`src/rtl/l1route_src_sched_if.sv`:
```
// Source-side handshake bundle for l1route_src_sched.
// shift_err_o exists only when L1ROUTE_SHIFT_CHECK_EN is defined.
interface l1route_src_sched_if #(
  parameter int STRIDE_WIDTH          = 5,
  parameter int BITWIDTH_SHIFT_FACTOR = 6
);
  localparam int SW = STRIDE_WIDTH * BITWIDTH_SHIFT_FACTOR;

  logic          req0_i;
  logic [SW-1:0] shift0_i;
  logic          req1_i;
  logic [SW-1:0] shift1_i;
  logic          gnt0_o;
  logic          gnt1_o;
  logic          sw_in_src_o;
  logic [SW-1:0] stride_shift_factor_o;
  logic          route_valid_o;
  logic          route_src_o;
  logic          busy_o;
`ifdef L1ROUTE_SHIFT_CHECK_EN
  logic          shift_err_o;
`endif

  modport master (
    output req0_i, shift0_i, req1_i, shift1_i,
    input  gnt0_o, gnt1_o, sw_in_src_o,
    input  stride_shift_factor_o,
    input  route_valid_o, route_src_o, busy_o
`ifdef L1ROUTE_SHIFT_CHECK_EN
    , input shift_err_o
`endif
  );

  modport slave (
    input  req0_i, shift0_i, req1_i, shift1_i,
    output gnt0_o, gnt1_o, sw_in_src_o,
    output stride_shift_factor_o,
    output route_valid_o, route_src_o, busy_o
`ifdef L1ROUTE_SHIFT_CHECK_EN
    , output shift_err_o
`endif
  );
endinterface

```
`src/rtl/l1route_src_sched.sv`:
```
// Two-source burst-limited scheduler feeding a QSN routing network.
// Optional macro L1ROUTE_SHIFT_CHECK_EN zeroes out-of-range strides.
module l1route_src_sched #(
  parameter int STRIDE_UNIT_SIZE      = 51,
  parameter int STRIDE_WIDTH          = 5,
  parameter int BITWIDTH_SHIFT_FACTOR = 6,
  parameter int ROUTE_LATENCY         = 2,
  parameter int MAX_BURST             = 4
) (
  input  logic sys_clk,
  input  logic rstn,
  l1route_src_sched_if.slave bus
);
  localparam int SW = STRIDE_WIDTH * BITWIDTH_SHIFT_FACTOR;
  localparam int CW = $clog2(MAX_BURST + 1);
  localparam int BF = BITWIDTH_SHIFT_FACTOR;
  localparam logic [CW-1:0] MAXB = CW'(MAX_BURST);

  if (BITWIDTH_SHIFT_FACTOR < $clog2(STRIDE_UNIT_SIZE)) begin : g_bad_cfg
    $error("shift factor too narrow for STRIDE_UNIT_SIZE");
  end

  typedef enum logic [1:0] {IDLE, SERVE0, SERVE1} state_t;

  state_t                 state;
  logic [CW-1:0]          burst;
  logic                   last;
  logic [ROUTE_LATENCY:0] vld;
  logic [ROUTE_LATENCY:0] src;
  logic                   sw_src;
  logic [SW-1:0]          sf;
  logic                   gnt0, gnt1, gnt;
  logic                   r0, r1, burst_max;
  logic [SW-1:0]          sel, fix;
  logic                   bad;

  assign r0 = bus.req0_i;
  assign r1 = bus.req1_i;
  assign burst_max = (burst >= MAXB);

  always_comb begin
    gnt0 = 1'b0;
    gnt1 = 1'b0;
    unique case (state)
      IDLE: begin
        if (r0 && r1) begin
          gnt0 = last;
          gnt1 = !last;
        end else begin
          gnt0 = r0;
          gnt1 = r1;
        end
      end
      SERVE0: begin
        if (r0 && !(r1 && burst_max)) gnt0 = 1'b1;
        else gnt1 = r1;
      end
      SERVE1: begin
        if (r1 && !(r0 && burst_max)) gnt1 = 1'b1;
        else gnt0 = r0;
      end
      default: ;
    endcase
    if (!rstn) begin
      gnt0 = 1'b0;
      gnt1 = 1'b0;
    end
  end

  assign gnt = gnt0 | gnt1;

  always_comb begin
    sel = gnt1 ? bus.shift1_i : bus.shift0_i;
    fix = sel;
    bad = 1'b0;
`ifdef L1ROUTE_SHIFT_CHECK_EN
    for (int k = 0; k < STRIDE_WIDTH; k++) begin
      if (int'(sel[k*BF +: BF]) >= STRIDE_UNIT_SIZE) begin
        fix[k*BF +: BF] = '0;
        bad = 1'b1;
      end
    end
`endif
  end

  always_ff @(posedge sys_clk or negedge rstn) begin
    if (!rstn) begin
      state  <= IDLE;
      burst  <= '0;
      last   <= 1'b1;
      sw_src <= 1'b0;
      sf     <= '0;
      vld    <= '0;
      src    <= '0;
    end else begin
      state <= gnt0 ? SERVE0 : (gnt1 ? SERVE1 : IDLE);
      // burst restarts at 1 whenever the granted source changes
      if (gnt0)
        burst <= (state == SERVE0) ?
                 (burst_max ? MAXB : burst + 1'b1) : CW'(1);
      else if (gnt1)
        burst <= (state == SERVE1) ?
                 (burst_max ? MAXB : burst + 1'b1) : CW'(1);
      else
        burst <= '0;
      if (gnt) begin
        last   <= gnt1;
        sw_src <= gnt1;
        sf     <= fix;
      end
      vld[0] <= gnt;
      src[0] <= gnt1;
      for (int i = 1; i <= ROUTE_LATENCY; i++) begin
        vld[i] <= vld[i-1];
        src[i] <= src[i-1];
      end
    end
  end

`ifdef L1ROUTE_SHIFT_CHECK_EN
  logic err;
  always_ff @(posedge sys_clk or negedge rstn) begin
    if (!rstn) err <= 1'b0;
    else if (gnt && bad) err <= 1'b1;
  end
  assign bus.shift_err_o = err;
`else
  logic unused_bad;
  assign unused_bad = bad;
`endif

  assign bus.gnt0_o                = gnt0;
  assign bus.gnt1_o                = gnt1;
  assign bus.sw_in_src_o           = sw_src;
  assign bus.stride_shift_factor_o = sf;
  assign bus.route_valid_o         = vld[ROUTE_LATENCY];
  assign bus.route_src_o           = src[ROUTE_LATENCY];
  assign bus.busy_o                = r0 | r1 | (|vld);
endmodule

```
`src/flat_wrapper.sv`:
```
// flat-port wrapper written by rule: the top's interface ports become plain ports
module l1route_src_sched_flat 
#(
  parameter int STRIDE_UNIT_SIZE      = 51,
  parameter int STRIDE_WIDTH          = 5,
  parameter int BITWIDTH_SHIFT_FACTOR = 6,
  parameter int ROUTE_LATENCY         = 2,
  parameter int MAX_BURST             = 4
)
  (sys_clk, rstn, bus_req0_i, bus_shift0_i, bus_req1_i, bus_shift1_i, bus_gnt0_o, bus_gnt1_o, bus_sw_in_src_o, bus_stride_shift_factor_o, bus_route_valid_o, bus_route_src_o, bus_busy_o);
  l1route_src_sched_if #(.STRIDE_WIDTH(STRIDE_WIDTH), .BITWIDTH_SHIFT_FACTOR(BITWIDTH_SHIFT_FACTOR)) bus_i ();
  input  logic sys_clk;
  input  logic rstn;
  input wire logic [$bits(bus_i.req0_i)-1:0] bus_req0_i;
  input wire logic [$bits(bus_i.shift0_i)-1:0] bus_shift0_i;
  input wire logic [$bits(bus_i.req1_i)-1:0] bus_req1_i;
  input wire logic [$bits(bus_i.shift1_i)-1:0] bus_shift1_i;
  output wire logic [$bits(bus_i.gnt0_o)-1:0] bus_gnt0_o;
  output wire logic [$bits(bus_i.gnt1_o)-1:0] bus_gnt1_o;
  output wire logic [$bits(bus_i.sw_in_src_o)-1:0] bus_sw_in_src_o;
  output wire logic [$bits(bus_i.stride_shift_factor_o)-1:0] bus_stride_shift_factor_o;
  output wire logic [$bits(bus_i.route_valid_o)-1:0] bus_route_valid_o;
  output wire logic [$bits(bus_i.route_src_o)-1:0] bus_route_src_o;
  output wire logic [$bits(bus_i.busy_o)-1:0] bus_busy_o;
  assign bus_i.req0_i = bus_req0_i;
  assign bus_i.shift0_i = bus_shift0_i;
  assign bus_i.req1_i = bus_req1_i;
  assign bus_i.shift1_i = bus_shift1_i;
  assign bus_gnt0_o = bus_i.gnt0_o;
  assign bus_gnt1_o = bus_i.gnt1_o;
  assign bus_sw_in_src_o = bus_i.sw_in_src_o;
  assign bus_stride_shift_factor_o = bus_i.stride_shift_factor_o;
  assign bus_route_valid_o = bus_i.route_valid_o;
  assign bus_route_src_o = bus_i.route_src_o;
  assign bus_busy_o = bus_i.busy_o;
  l1route_src_sched #(.STRIDE_UNIT_SIZE(STRIDE_UNIT_SIZE), .STRIDE_WIDTH(STRIDE_WIDTH), .BITWIDTH_SHIFT_FACTOR(BITWIDTH_SHIFT_FACTOR), .ROUTE_LATENCY(ROUTE_LATENCY), .MAX_BURST(MAX_BURST)) u_core (.sys_clk(sys_clk), .rstn(rstn), .bus(bus_i));
endmodule
```
`config.mk`:
```
export PLATFORM = sky130hd
export DESIGN_NAME = l1route_src_sched_flat
export DESIGN_NICKNAME = d
export VERILOG_FILES = /design/src/rtl/l1route_src_sched_if.sv /design/src/rtl/l1route_src_sched.sv /design/src/flat_wrapper.sv
export SDC_FILE = /design/constraint.sdc
export NUM_CORES = 1
export LEC_CHECK = 0
export CAP_MARGIN = 15
export CORE_MARGIN = 5
export CORE_UTILIZATION = 41
export CTS_CLUSTER_DIAMETER = 30
export DETAILED_ROUTE_END_ITERATION = 10
export PLACE_DENSITY = 0.9
export SLEW_MARGIN = 20
export SYNTH_ARGS = -nofsm -noshare
export SYNTH_HDL_FRONTEND = slang
export SYNTH_SLANG_ARGS = --single-unit
```
`constraint.sdc`:
```
create_clock -name sys_clk -period 2.3 [get_ports sys_clk]
set_input_delay 0.575 -clock sys_clk [delete_from_list [all_inputs] [get_ports sys_clk]]
set_output_delay 0.575 -clock sys_clk [all_outputs]
set_load 0.03 [all_outputs]
```
== Yosys cells after proc, flatten, opt, wreduce, memory -nomap -nowiden ==
Cells that the tools add are included.
Cells by class
  add/sub/neg operators: 1
  magnitude comparators: 1
  equality and inequality tests: 2
  multiplexer cells: 18
  bitwise gates (word level): 3
  reductions and logical operators: 10
Operator list (count)
  $mux 30: 1
  $mux 3: 5
  $mux 1: 8
  $pmux 1 s3: 2
  $logic_and 1x1->1: 5
  $mux 2: 2
  $add 3x1->3 const B: 1
  $ge 3x3->1 const B: 1
  $logic_not 1->1: 3
  $or 1x1->1: 3
  $reduce_or 3->1: 1
  $eq 2x1->1 const B: 1
  $eq 2x2->1 const B: 1
  $logic_not 2->1: 1
Word-level totals
  flip-flop bits (word level): 43
  bits of input ports: 64
  output and inout bits: 36

== Depth between registers and ports, before layout ==
Gate-level depths: netlist (run 1).
  word-level depth: 9
  gate-level depth with buffers: 7
  gate-level depth less buffers: 5

== Least setup slack after synthesis (run 1) ==
Ideal clock, no wire load.
  path kind: input-to-reg
  from: input port rstn
  to: register u_core.sf[16] (netlist: u_core.bus.stride_shift_factor_o[16])
  library setup time: 0.125 ns
  arrival time: 1.953 ns
  setup slack: 0.222 ns
  stages on the path: 6
  cell sequence: a21boi_0 nand2_1 a21oi_4 buf_6 mux2_2 mux2_4
On the way
  longest elaborated chain between the ends: 2
  elaborated cells between the ends (all ways): 4
  those cells by class: mux (3); bitwise (1)
Ends and longest elaborated chain
  start, declared: RTL line flat_wrapper.sv:13  | input logic rstn;
  $mux 1 *: RTL line l1route_src_sched.sv:64  | if (!rstn) begin
  named net bus_gnt1_o: RTL line flat_wrapper.sv:19  | output wire logic [$bits(bus_i.gnt1_o)-1:0] bus_gnt1_o;
  $mux 30 / $or 1x1->1 (equally long branches): RTL line l1route_src_sched.sv:73, l1route_src_sched.sv:70
  end signal, assigned: RTL line l1route_src_sched.sv:109  | sf <= fix;
  end, declared: RTL line l1route_src_sched.sv:31  | logic [SW-1:0] sf;
The timed path passes the listed nets; every way through them passes the cells marked *.
A chain may end at the register's enable or synchronous reset.

== Worst setup path after layout (run 1) ==
  from: input port bus_req1_i
  to: output port bus_gnt0_o
On the way
  longest elaborated chain between the ends: 6
  elaborated cells between the ends (all ways): 10
  those cells by class: mux (5); reduce/logical (5)
Ends and longest elaborated chain
  start, declared: RTL line flat_wrapper.sv:16  | input wire logic [$bits(bus_i.req1_i)-1:0] bus_req1_i;
  $logic_and 1x1->1: RTL line l1route_src_sched.sv:55  | if (r0 && !(r1 && burst_max)) gnt0 = 1'b1;
  $logic_not 1->1: RTL line l1route_src_sched.sv:55
  $logic_and 1x1->1: RTL line l1route_src_sched.sv:55
  $mux 1: RTL line l1route_src_sched.sv:55
  $pmux 1 s3 *: RTL line l1route_src_sched.sv:44  | unique case (state)
  $mux 1 *: RTL line l1route_src_sched.sv:64
  end, declared: RTL line flat_wrapper.sv:18  | output wire logic [$bits(bus_i.gnt0_o)-1:0] bus_gnt0_o;
Mark *: on every way between the ends. The rest lies on a longest branch, timed or not.

==> results of run 1 <==
[final timing paths]
path	startpoint	endpoint	slack, ns
min in group asynchronous	rstn	u_core.bus.stride_shift_factor_o[5]	0.42
setup reg to reg	u_core.burst[2]	u_core.bus.stride_shift_factor_o[6]	0.30
hold / removal	u_core.src[1]	u_core.src[2]	0.35
setup / recovery	bus_req1_i	bus_gnt0_o	0.07
max in group asynchronous	rstn	u_core.burst[2]	1.50
hold reg to reg	u_core.src[1]	u_core.src[2]	0.35
[registers in the layout, indices dropped and copies added (netlist names)]
name and cells:
u_core.last 1, u_core.bus.stride_shift_factor_o 30, u_core.src 3, u_core.burst 3, u_core.vld 3, u_core.state 2
u_core.bus.sw_in_src_o 1
[critical path: cells and delay by family]
family,cells,cell delay [ns]
and+or+nand+nor,1,0.17
AOI/OAI and AO/OA,1,0.13
buffers and inverters,3,0.78
[metrics by stage]
| stage | power (mW) | cell area (um^2) |
|---|---|---|
| finish | 2.609 | 3382 |
| floorplan | 1.686 | 2186 |
| CTS | 2.631 | 3343 |
| detailed placement | 2.166 | 3252 |
| global route | 2.740 | 3382 |
| global placement | 2.145 | 3252 |
[area by class of cell]
class / count / area, um^2 / share of cell area (%)
clock buffers: 7 / 76.32 / 2.257
clock inverters: 1 / 5.005 / 0.1480
inverters: 3 / 11.26 / 0.3330
multi-input cells: 90 / 997.2 / 29.49
flip-flops and latches: 43 / 1079 / 31.89
well taps: 70 / 87.58 / 2.590
repair buffers: 112 / 1126 / 33.30
[power by group]
group | internal, mW | switching [mW] | leakage, nW
registers | 0.915 | 0.0910 | 0.515
clock network | 0.213 | 0.239 | 0.0422
logic | 0.625 | 0.526 | 0.899
total | 1.75 | 0.856 | 1.46
[synth_stat cells (2+ instances only)]
library cell,n,share of area [%]
dfrtp_1,42,48
mux2_2,32,16
mux2_4,28,19
nor2_1,5,0.86
buf_6,4,2.1
nand2b_1,4,1.1
buf_12,3,2.7
inv_1,3,0.52
a21o_1,2,0.69
ha_1,2,1.1
nand2_1,2,0.34
nor2b_1,2,0.57
[cells in the final DEF (no fill, tap or decap), types with 3 or more instances in the layout]
cell,n
nor2_1,5
buf_4,12
mux2_2,32
inv_1,3
buf_12,4
nand2b_1,3
mux2_4,28
clkdlybuf4s50_1,95
dfrtp_1,41
clkbuf_8,5
[cell families (layout without fill, tap and decap cells)]
kind of cell | Yosys count | after routing | share of synthesized area [%]
buf+inv | 10 | 123 | 5.323
fa+ha+maj | 2 | 2 | 1.145
flops | 43 | 43 | 49.28
compound gates | 11 | 11 | 4.351
simple gates | 16 | 16 | 3.720
mux | 61 | 61 | 36.18
[routing by layer]
layer / track usage (%) / up-vias
li1: - / 728
met1: 16.66 / 736
met2: 25.29 / 60
met3: 5.842 / 4
met4: 4.012 / 0
met5: 0 / -
[repair_timing]
action | CTS | global route
gates cloned | 0 | 0
gates resized for setup | 1 | 2
setup buffers | 1 | 5
endpoints found under the hold margin | 0 | 0
setup endpoints to repair | 1 | 1
==> run metrics, run 1 <==
status=completed; cell area after synthesis=0.002186 mm^2; Worst-path clk slew=0.07 ns; worst slew pin tran=0.5378 ns; crit-path max FO=3; placer congestion estimate=0.7092; largest net degree at the start of global routing=44; Startpoint Class=input pin; Layout Utilization=65.80%; WL final=5052 um; Non-Filler Instances=326; WL met3=379 um; Vias=1,528; Area Growth Syn to Fin=54.72%; DP Cell Count=312; crit-path cells=clkdlybuf4s50_1, o221ai_1, nand3_1, inv_1, buf_4; final setup violation count=0; share of layout cells above drive strength 1=34.77%; Top Metal Used=met4; site row count=26; routed wire length on met2=2558 um; HPWL reported at the end of detailed placement=3797 um; Ports=100; die area=0.006891 mm^2; synthesis-stage register bit count=43; warnings from Yosys=0; TritonCTS clock tree=built; Synth Area per Inst=15.29 um^2; Slew Limit Headroom=64.14%; Filler cells=398; initial DRC count=29; critical path's largest stage delay=0.53 ns; Hold Slack=0.3504 ns; number of port buffers=99; Post-synth EDFFs=0; Final Slew Violations=0; gr ovfl total=0; first-pass GRT wire length=8086 um; gr usage total=14.61%; Layout Nets=321; PnR worst setup slack=0.06553 ns; crit path DAT=1.66 ns; R2R cell count=7; die width=83.02 um; Slowest cell on crit path=clkdlybuf4s50_1; Initial Utilization=42.53%; Core Region=0.005140 mm^2; post-route setup TNS=0 ns; syn nets=209; Max Fclk=0.4475 GHz; min Tclk post-route=2.234 ns; M1 WL=2077 um; buffers from clock root to sink, at most=2; PD cells=771.4 mW/mm^2; ANT nets after route=0; Place WS=-0.06904 ns; CTS buffer count=5; peak supply drop=0.0003915 V; CTS sink cnt=43; unrepaired setup endpoints after global routing=false; Lkg Pwr=1.456 nW; drt drc=0; WL/cell=15.50 um; WS Path Type=in -> out; DR pass1 iterations=4; Synth Instances=143; Critical Path Sink Type=primary output; Distinct cells, synth=26; latest clock arrival within the worst-skew pair=0.29 ns; Hold Violations, Final=0; Max-cap violations=0; CTS root buffer=clkbuf_8; Post-CTS Hold Fix Bufs=0; ys flop type=dfrtp_1; Inserted Diodes=0; Tightest Hold Check Type=reg -> reg; vias in the first global route=1,619; CTS HTree Levels=2; WHS Path Cells=0; Seq/Total Area, Yosys=49.28%; WP data required=1.73 ns; Die Y=83.02 um; period utilization=97.15%; initial antenna violation count=0; final clock skew=0.007811 ns; Async S/R FF share, synth=100.0%; post-DR vias/cell=4.687
(Power assumes the default switching activity.)
==> inputs of run 2 (changes only) <==
GPL_TIMING_DRIVEN = 0   (was not set)
==> run 2 against run 1 <==
Die area stayed put. Via count increased by 1.8%. Global-route usage is 0.69 points higher. Sequential power barely moved. Critical endpoint is now bus_gnt1_o.
==> run metrics, run 2 (synthesis gave the netlist of run 1 again) <==
status=completed; first-pass GRT wire length=8583 um; worst path bufs/invs=3; most frequent cells in the layout=94 x clkdlybuf4s50_1, 40 x dfrtp_1, 32 x mux2_2; Vias=1,556; Slew Limit Headroom=77.59%; Final Cell Area=0.003440 mm^2; drt drc=0; crit-path max FO=7; number of port buffers=99; commonest non-fill, non-tap cell in the layout=clkdlybuf4s50_1; Slowest cell on crit path=clkdlybuf4s50_1; Worst Setup SP=bus_req1_i; gr ovfl total=0; largest net degree at the start of global routing=21; worst slew pin tran=0.3352 ns; initial antenna violation count=0; post-DR vias/cell=4.773; Max Fclk=0.4416 GHz; Internal Power=1.767 mW; latest clock arrival within the worst-skew pair=0.29 ns; min Tclk post-route=2.264 ns; CTS buffer count=5; Worst-path clk slew=0.08 ns; CTS sink cnt=43; Critical Path Sink Type=primary output; HPWL reported at the end of detailed placement=3775 um; period utilization=98.46%; CTS HTree Levels=2; Area Growth Syn to Fin=57.36%; Inserted Diodes=0; WL/cell=15.77 um; Clk pwr share=17.2%; site row count=26; Max-cap violations=0; Layout Utilization=66.92%; ANT nets after route=0; Final Slew Violations=0; Net Sw Frac=32.82%; placer congestion estimate=0.7190; WL final=5140 um; Core Region=0.005140 mm^2; die width=83.02 um; initial DRC count=36; DR pass1 iterations=2; vias in the first global route=1,695; Hold Violations, Final=0; WS Path Type=in -> out; max FFs per register=30; Overall Power=2.630 mW; sw power=0.8633 mW; Tightest Hold Check Type=in -> async; Initial Utilization=42.53%; Layout Nets=321; Lkg Pwr=1.486 nW; combinational power share=44.4%; critical path's largest stage delay=0.54 ns; peak supply drop=0.0005624 V; crit path DAT=1.69 ns; final clock skew=0.007516 ns; Ports=100; final setup violation count=0; die area=0.006891 mm^2; share of layout cells above drive strength 1=35.55%; crit-path cells=clkdlybuf4s50_1, nand2_2, a21oi_4, buf_6, buf_4; unrepaired setup endpoints after global routing=true; placed cell area=0.003279 mm^2; WP data required=1.73 ns; Die Y=83.02 um; Crit path max-delay family=buffers and inverters; CTS root buffer=clkbuf_8; sequential group share of total power=38.4%; Post-CTS Hold Fix Bufs=0; Startpoint Class=input pin; buffers from clock root to sink, at most=2; PD cells=764.7 mW/mm^2; TritonCTS clock tree=built; gr usage total=15.30%; r2r startpoint=u_core.burst[2]
-- run 2: changes by cell type in the layout (fill, tap and decap cells not counted), sizes merged --
cell,previous run,this run
buf,17,15
bufbuf,0,1
clkdlybuf4s15,0,1
clkdlybuf4s50,95,94
dlygate4sd2,0,1
-- run 2: worst reg2reg max path: cells and delay by family (launching register included) --
| kind | cells | cell delay [ns] |
|---|---|---|
| buffers and inverters | 2 | 0.39 |
| multiplexers | 3 | 0.86 |
| flip-flops | 1 | 0.48 |
| AO/OA/AOI/OAI | 2 | 0.31 |
-- run 2: final cells by class --
class                      count  area, um^2
buffer                         7       105.1
clock buffer                   7       76.32
clock inverter                 1       5.005
fill                         389        1700
inverter                       3       11.26
multi-input combinational     90        1011
sequential                    43        1080
tap                           70       87.58
timing repair buffer         105        1064
-- run 2: routing by layer --
metal	global-route usage (%)	vias to the layer above	routed length, um
li1	-	733	-
met1	18.15	762	2117
met2	26.31	57	2611
met3	5.347	4	380
met4	4.012	0	30
met5	0	-	0
-- run 2: repair_timing --
| item | CTS | global route |
|---|---|---|
| buffers inserted | 1 | 4 |
| gates cloned | 1 | 0 |
| gates resized for setup | 22 | 4 |
| setup endpoints to repair | 36 | 24 |
-- run 2: worst paths after layout --
path	depth (start not counted)	slack [ns]	end
min reg2reg	0	0.35	u_core.src[1]
min	1	0.11	u_core.bus.stride_shift_factor_o[23]
max reg2reg	7	0.15	u_core.bus.stride_shift_factor_o[4]
max in group asynchronous	2	1.73	u_core.state[1]
max	5	0.04	bus_gnt1_o
min in group sys_clk	0	0.35	u_core.src[1]
-- run 2: power groups by stage --
| stage | clock network, mW | registers, mW | logic [mW] |
|---|---|---|---|
| 6_report | 0.452 | 1.01 | 1.17 |
| 5_1_grt | 0.500 | 1.03 | 1.23 |
| 4_1_cts | 0.469 | 1.01 | 1.18 |
| 3_5_place_dp | 0 | 1.02 | 1.16 |
| 3_3_place_gp | 0 | 1.01 | 1.15 |
| 2_1_floorplan | 0 | 1.30 | 0.389 |
-- run 2: metrics by stage --
| step | hold slack (ns) | std cells | setup TNS (ns) | worst slack, ns |
|---|---|---|---|---|
| finish | 0.1086 | 326 | 0 | 0.03553 |
| global route | 0.1099 | 326 | -0.01026 | -0.005677 |
| CTS | 0.07564 | 323 | 0 | 0.001350 |
| detailed placement | 0.3347 | 313 | -23.40 | -1.193 |
| global placement | 0.3311 | 312 | -92.66 | -2.439 |
| floorplan | 0.2794 | 143 | 0 | 0.2223 |
